[config.mk]
export PLATFORM = sky130hd
export DESIGN_NAME = pixel_output_queue
export DESIGN_NICKNAME = d
export VERILOG_FILES = /design/src/rtl/pixel_output_queue.sv
export SDC_FILE = /design/constraint.sdc
export NUM_CORES = 1
export LEC_CHECK = 0
export ABC_AREA = 1
export BUFFER_PORTS_ARGS = -buffer_cell sky130_fd_sc_hd__buf_2
export CAP_MARGIN = 20
export CORE_AREA = 2 2 127 160
export CTS_CLUSTER_DIAMETER = 60
export CTS_CLUSTER_SIZE = 16
export DETAILED_ROUTE_END_ITERATION = 8
export DIE_AREA = 0 0 129 162
export PLACE_DENSITY = 0.73
export SLEW_MARGIN = 20
export SYNTH_ARGS = -nofsm -noshare
export SYNTH_HDL_FRONTEND = slang
export SYNTH_SLANG_ARGS = --single-unit
export TNS_END_PERCENT = 20
[constraint.sdc]
create_clock -name clock -period 4.6 [get_ports clock]
set_input_delay 0.23 -clock clock [delete_from_list [all_inputs] [get_ports clock]]
set_output_delay 0.23 -clock clock [all_outputs]
set_load 0.05 [all_outputs]
[src/rtl/pixel_output_queue.sv]
// Transmit-side pixel FIFO between a rasterizer core and the depth comparator.
// Head entry is presented on data_out/data_write and retired on output_written.
package pixel_output_queue_pkg;
    typedef struct packed {
        logic [9:0]  x;
        logic [9:0]  y;
        logic [15:0] depth;
        logic [23:0] color;
    } pixel_info_t;
endpackage

module pixel_output_queue
    import pixel_output_queue_pkg::*;
#(
    parameter int DEPTH = 4
) (
    input  logic                       clock,
    input  logic                       reset,
    input  logic                       switch_buffer,
    input  pixel_info_t                in_data,
    input  logic                       in_valid,
    output logic                       in_ready,
    output pixel_info_t                data_out,
    output logic                       data_write,
    input  logic                       output_written,
    output logic                       drained,
    output logic [$clog2(DEPTH+1)-1:0] count,
    output logic                       spurious_error
);
    localparam int PW = $clog2(DEPTH);
    localparam int CW = $clog2(DEPTH+1);

    typedef enum logic [1:0] {EMPTY, ACTIVE, FULL} state_t;

    state_t          state, state_nxt;
    logic [CW-1:0]   count_nxt;
    logic [PW-1:0]   rd_ptr, wr_ptr;
    pixel_info_t     mem [DEPTH];
    logic            push, pop, spurious;

    // All handshake outputs come straight from registered state.
    assign in_ready   = (state != FULL);
    assign data_write = (state != EMPTY);
    assign drained    = (state == EMPTY);
    assign data_out   = data_write ? mem[rd_ptr] : '0;

    // A flush cycle swallows any coincident push, pop or spurious write.
    assign push     = in_valid && in_ready && !switch_buffer;
    assign pop      = output_written && data_write && !switch_buffer;
    assign spurious = output_written && !data_write && !switch_buffer;

    always_comb begin
        state_nxt = state;
        count_nxt = count;
        if (switch_buffer) begin
            state_nxt = EMPTY;
            count_nxt = '0;
        end else begin
            if (push && !pop) count_nxt = count + CW'(1);
            if (pop && !push) count_nxt = count - CW'(1);
            case (state)
                EMPTY:   if (push) state_nxt = ACTIVE;
                ACTIVE: begin
                    if (pop && !push && count == CW'(1))
                        state_nxt = EMPTY;
                    else if (push && !pop && count == CW'(DEPTH-1))
                        state_nxt = FULL;
                end
                FULL:    if (pop) state_nxt = ACTIVE;
                default: state_nxt = EMPTY;
            endcase
        end
    end

    always_ff @(posedge clock) begin
        if (reset) begin
            state          <= EMPTY;
            count          <= '0;
            rd_ptr         <= '0;
            wr_ptr         <= '0;
            spurious_error <= 1'b0;
        end else begin
            state <= state_nxt;
            count <= count_nxt;
            if (spurious) spurious_error <= 1'b1;
            if (switch_buffer) begin
                rd_ptr <= '0;
                wr_ptr <= '0;
            end else begin
                if (push) wr_ptr <= wr_ptr + PW'(1);
                if (pop)  rd_ptr <= rd_ptr + PW'(1);
            end
        end
    end

    // Storage needs no reset: data_out is masked while the queue is empty.
    always_ff @(posedge clock) begin
        if (push) mem[wr_ptr] <= in_data;
    end
endmodule

==> results.sh <==
export IMPL_hold_end="mem[1][49]"
export IMPL_synth_edf_count=240
export IMPL_crit_arrival_ns=2.87
export IMPL_hold_viol_final=0
export IMPL_synth_cells=805
export IMPL_core_rowCount=57
export IMPL_p_total_uw=4340
export IMPL_syn_to_final_growth_pct=20.5
export IMPL_r2r_start="state[0]"
export IMPL_grt_pass1_vias=6472
export IMPL_route_detailed_wl_per_inst_um=16.9
export IMPL_final_area_sq_mm=0.0120
export IMPL_yosysTopAreaCell="edfxtp_1"
export IMPL_cts_sinks=252
export IMPL_regToRegEndpoint="mem[2][46]"
export IMPL_clk_latency_ns=0.48
export IMPL_htreeDepth=1
export IMPL_core_sq_mm=0.0193
export IMPL_cp_max_fo=78
export IMPL_leakagePower_uw=0.00441
export IMPL_worstHoldStart="in_data[49]"
export IMPL_cp_slowest_cell="buf_4"
export IMPL_status="finished, final reports clean"
export IMPL_critPathTopFamily="buffers and inverters"
export IMPL_yosysMostFrequentCell="nor2_1"
export IMPL_cts_made_buffers=19
export IMPL_worstSetupEndpointType="output pin"
export IMPL_pin_count=132
export IMPL_crit_type="flop to output pin"
export IMPL_peakVddDrop_uv=352
export IMPL_worstPathCellList="buf_4, nor2_1, nor2_1, o21ai_0, a21oi_1, buf_2"
export IMPL_crit_path_frequent_cell="nor2_1"
export IMPL_holdPathStages=1
export IMPL_max_cap_violations=0
export IMPL_synthTopCellsByCount="nor2_1, edfxtp_1, o21ai_0"
export IMPL_gr_total_overflow=0
export IMPL_synthFlopType="edfxtp_1"
export IMPL_fin_nets=1058
export IMPL_die_h_um=162
export IMPL_finalSetupViolations=0
export IMPL_slew_headroom=0.367
export IMPL_min_period_over_period=0.675
export IMPL_ant_nets=0
export IMPL_finClkSkew_ns=0.00905
export IMPL_gp_congestion=0.781
export IMPL_cts_tree="done"
export IMPL_grt_pass1_wl_mm=32.9
export IMPL_reg2reg_slack_ns=2.32
export IMPL_first_pass_iters=5
export IMPL_cts_buffer_depth=3
export IMPL_antenna_found_initial=1
export IMPL_cts_setup_buffers=0
export IMPL_initial_core_util=0.514
export IMPL_drtIter0Drc=558
export IMPL_hp_class="primary input to flop"
export IMPL_place_hpwl_mm=11.7
export IMPL_ys_ff_latch=252
export IMPL_period_minus_slack_ns=3.10
export IMPL_placed_area_sq_mm=0.0108
export IMPL_synth_top_area_frac=0.726
export IMPL_fin_tns_setup_ns=0
export IMPL_startpoint_type="flop"
export IMPL_yosysUniqueCellTypes=20
export IMPL_grt_max_degree=79
export IMPL_cts_root_buf="clkbuf_16"
export IMPL_synthArstFlopShare=0
export IMPL_die_w_um=129
export IMPL_track_usage=0.203
export IMPL_drc=0
export IMPL_critPathMaxStageDelay_ns=0.75
export IMPL_drt_wl_total_mm=21.2
export IMPL_syn_avg_cell_area_sq_um=12.3
export IMPL_place_ws_ns=2.04
export IMPL_via_count=6590
export IMPL_syn_area_sq_mm=0.00993
export IMPL_final_setup_worst_slack_ns=1.50
export IMPL_path_clk_slew_ns=0.07
export IMPL_rsz0062_at_grt="no"
export IMPL_ys_warnings_count=0
export IMPL_synthTopCellsByArea="edfxtp_1, nor2_1, o21ai_0"
export IMPL_die_area_sq_mm=0.0209
export IMPL_slew_viol_final=0
export IMPL_powerDensity_mw_per_mm2=363
export IMPL_fmax_ghz=0.322
export IMPL_cp_num_cells=6
export IMPL_portBuffers=131
export IMPL_via_per_inst=5.25
export IMPL_r2r_cells=5
export IMPL_ys_seq_area_frac=0.750
export IMPL_path_buf_inv=2
export IMPL_drive_above_1_share=0.183
export IMPL_worst_ep_required_time_ns=4.37
export IMPL_synth_net_count=878
export IMPL_worst_pin_slew_ns=0.949
-- power breakdown --
part           total, uW  internal, uW  switching (uW)
Sequential          2560          2550            10.7
Clock               1510           809             701
Combinational        270          91.7             178
Total               4340          3450             890
-- sequential cells by signal (all words and copies together) (netlist names), named ones only --
signal / count
mem: 240
count: 3
rd_ptr: 2
state: 2
wr_ptr: 2
spurious_error: 1
-- metal layers --
metal / wire length, um / global-route usage / vias to the layer above
li1: - / - / 3177
met1: 8580 / 0.249 / 3183
met2: 11100 / 0.370 / 194
met3: 1100 / 0.0273 / 36
met4: 469 / 0.0667 / 0
met5: 0 / 0 / -
-- layout by cell type, fill, tap and decap left out --
| master | count |
|---|---|
| nor2_1 | 249 |
| edfxtp_1 | 240 |
| buf_2 | 131 |
| o21ai_0 | 111 |
| a21oi_1 | 71 |
| dlygate4sd3_1 | 60 |
| inv_1 | 20 |
| clkbuf_16 | 19 |
| o21ai_1 | 18 |
| buf_4 | 13 |
| nand2_1 | 10 |
| dfxtp_1 | 10 |
| ha_1 | 8 |
| nor2_4 | 6 |
| clkbuf_1 | 6 |
| nand2_2 | 4 |
| nand3_1 | 4 |
| inv_2 | 3 |
| diode_2 | 1 |
| clkinv_2 | 1 |
| nand2_4 | 1 |
| xnor2_1 | 1 |
| nor3_1 | 1 |
| dfxtp_4 | 1 |
| dfxtp_2 | 1 |
| bufinv_16 | 1 |
-- what timing repair did --
item,CTS,global route
hold buffers,60,0
resized for setup,0,0
hold endpoints to repair,237,0
-- metrics by stage --
stage                util  hold slack [ns]  instances
CTS                 0.619          0.00168       1255
global placement    0.561            0.409       1169
floorplan               -            0.302        805
finish              0.619           0.0175       1256
detailed placement  0.561            0.419       1169
global route        0.619          0.00324       1256
-- how the worst max path moves through the flow --
stage	from	end	slack (ns)
2_1_floorplan	state[0]	mem[0][0]	0.75
3_3_place_gp	flop	data_out[52]	2.05
3_5_place_dp	flop	data_out[52]	2.04
4_1_cts	flop	data_out[24]	1.48
5_1_grt	flop	data_out[23]	1.30
6_report	flop	data_out[24]	1.50
-- kinds of logic after synthesis --
group	Yosys count	synth area share
buffers and inverters	69	0.0307
DFF	252	0.750
and+or+nand+nor	275	0.108
AOI/OAI and AO/OA	200	0.101
xor gates and xnor gates	1	0.000882
adders and majority gates	8	0.0101
-- final cells by class --
cell class | instances | area, sq um
antenna | 1 | 2.50
clock buffer | 25 | 498
clock inverter | 1 | 30.0
fill | 1507 | 7360
inverter | 24 | 91.3
multi-input combinational | 484 | 2210
sequential | 252 | 7450
tap | 265 | 332
timing repair buffer | 204 | 1350
Power figures use the tool's default switching activity.
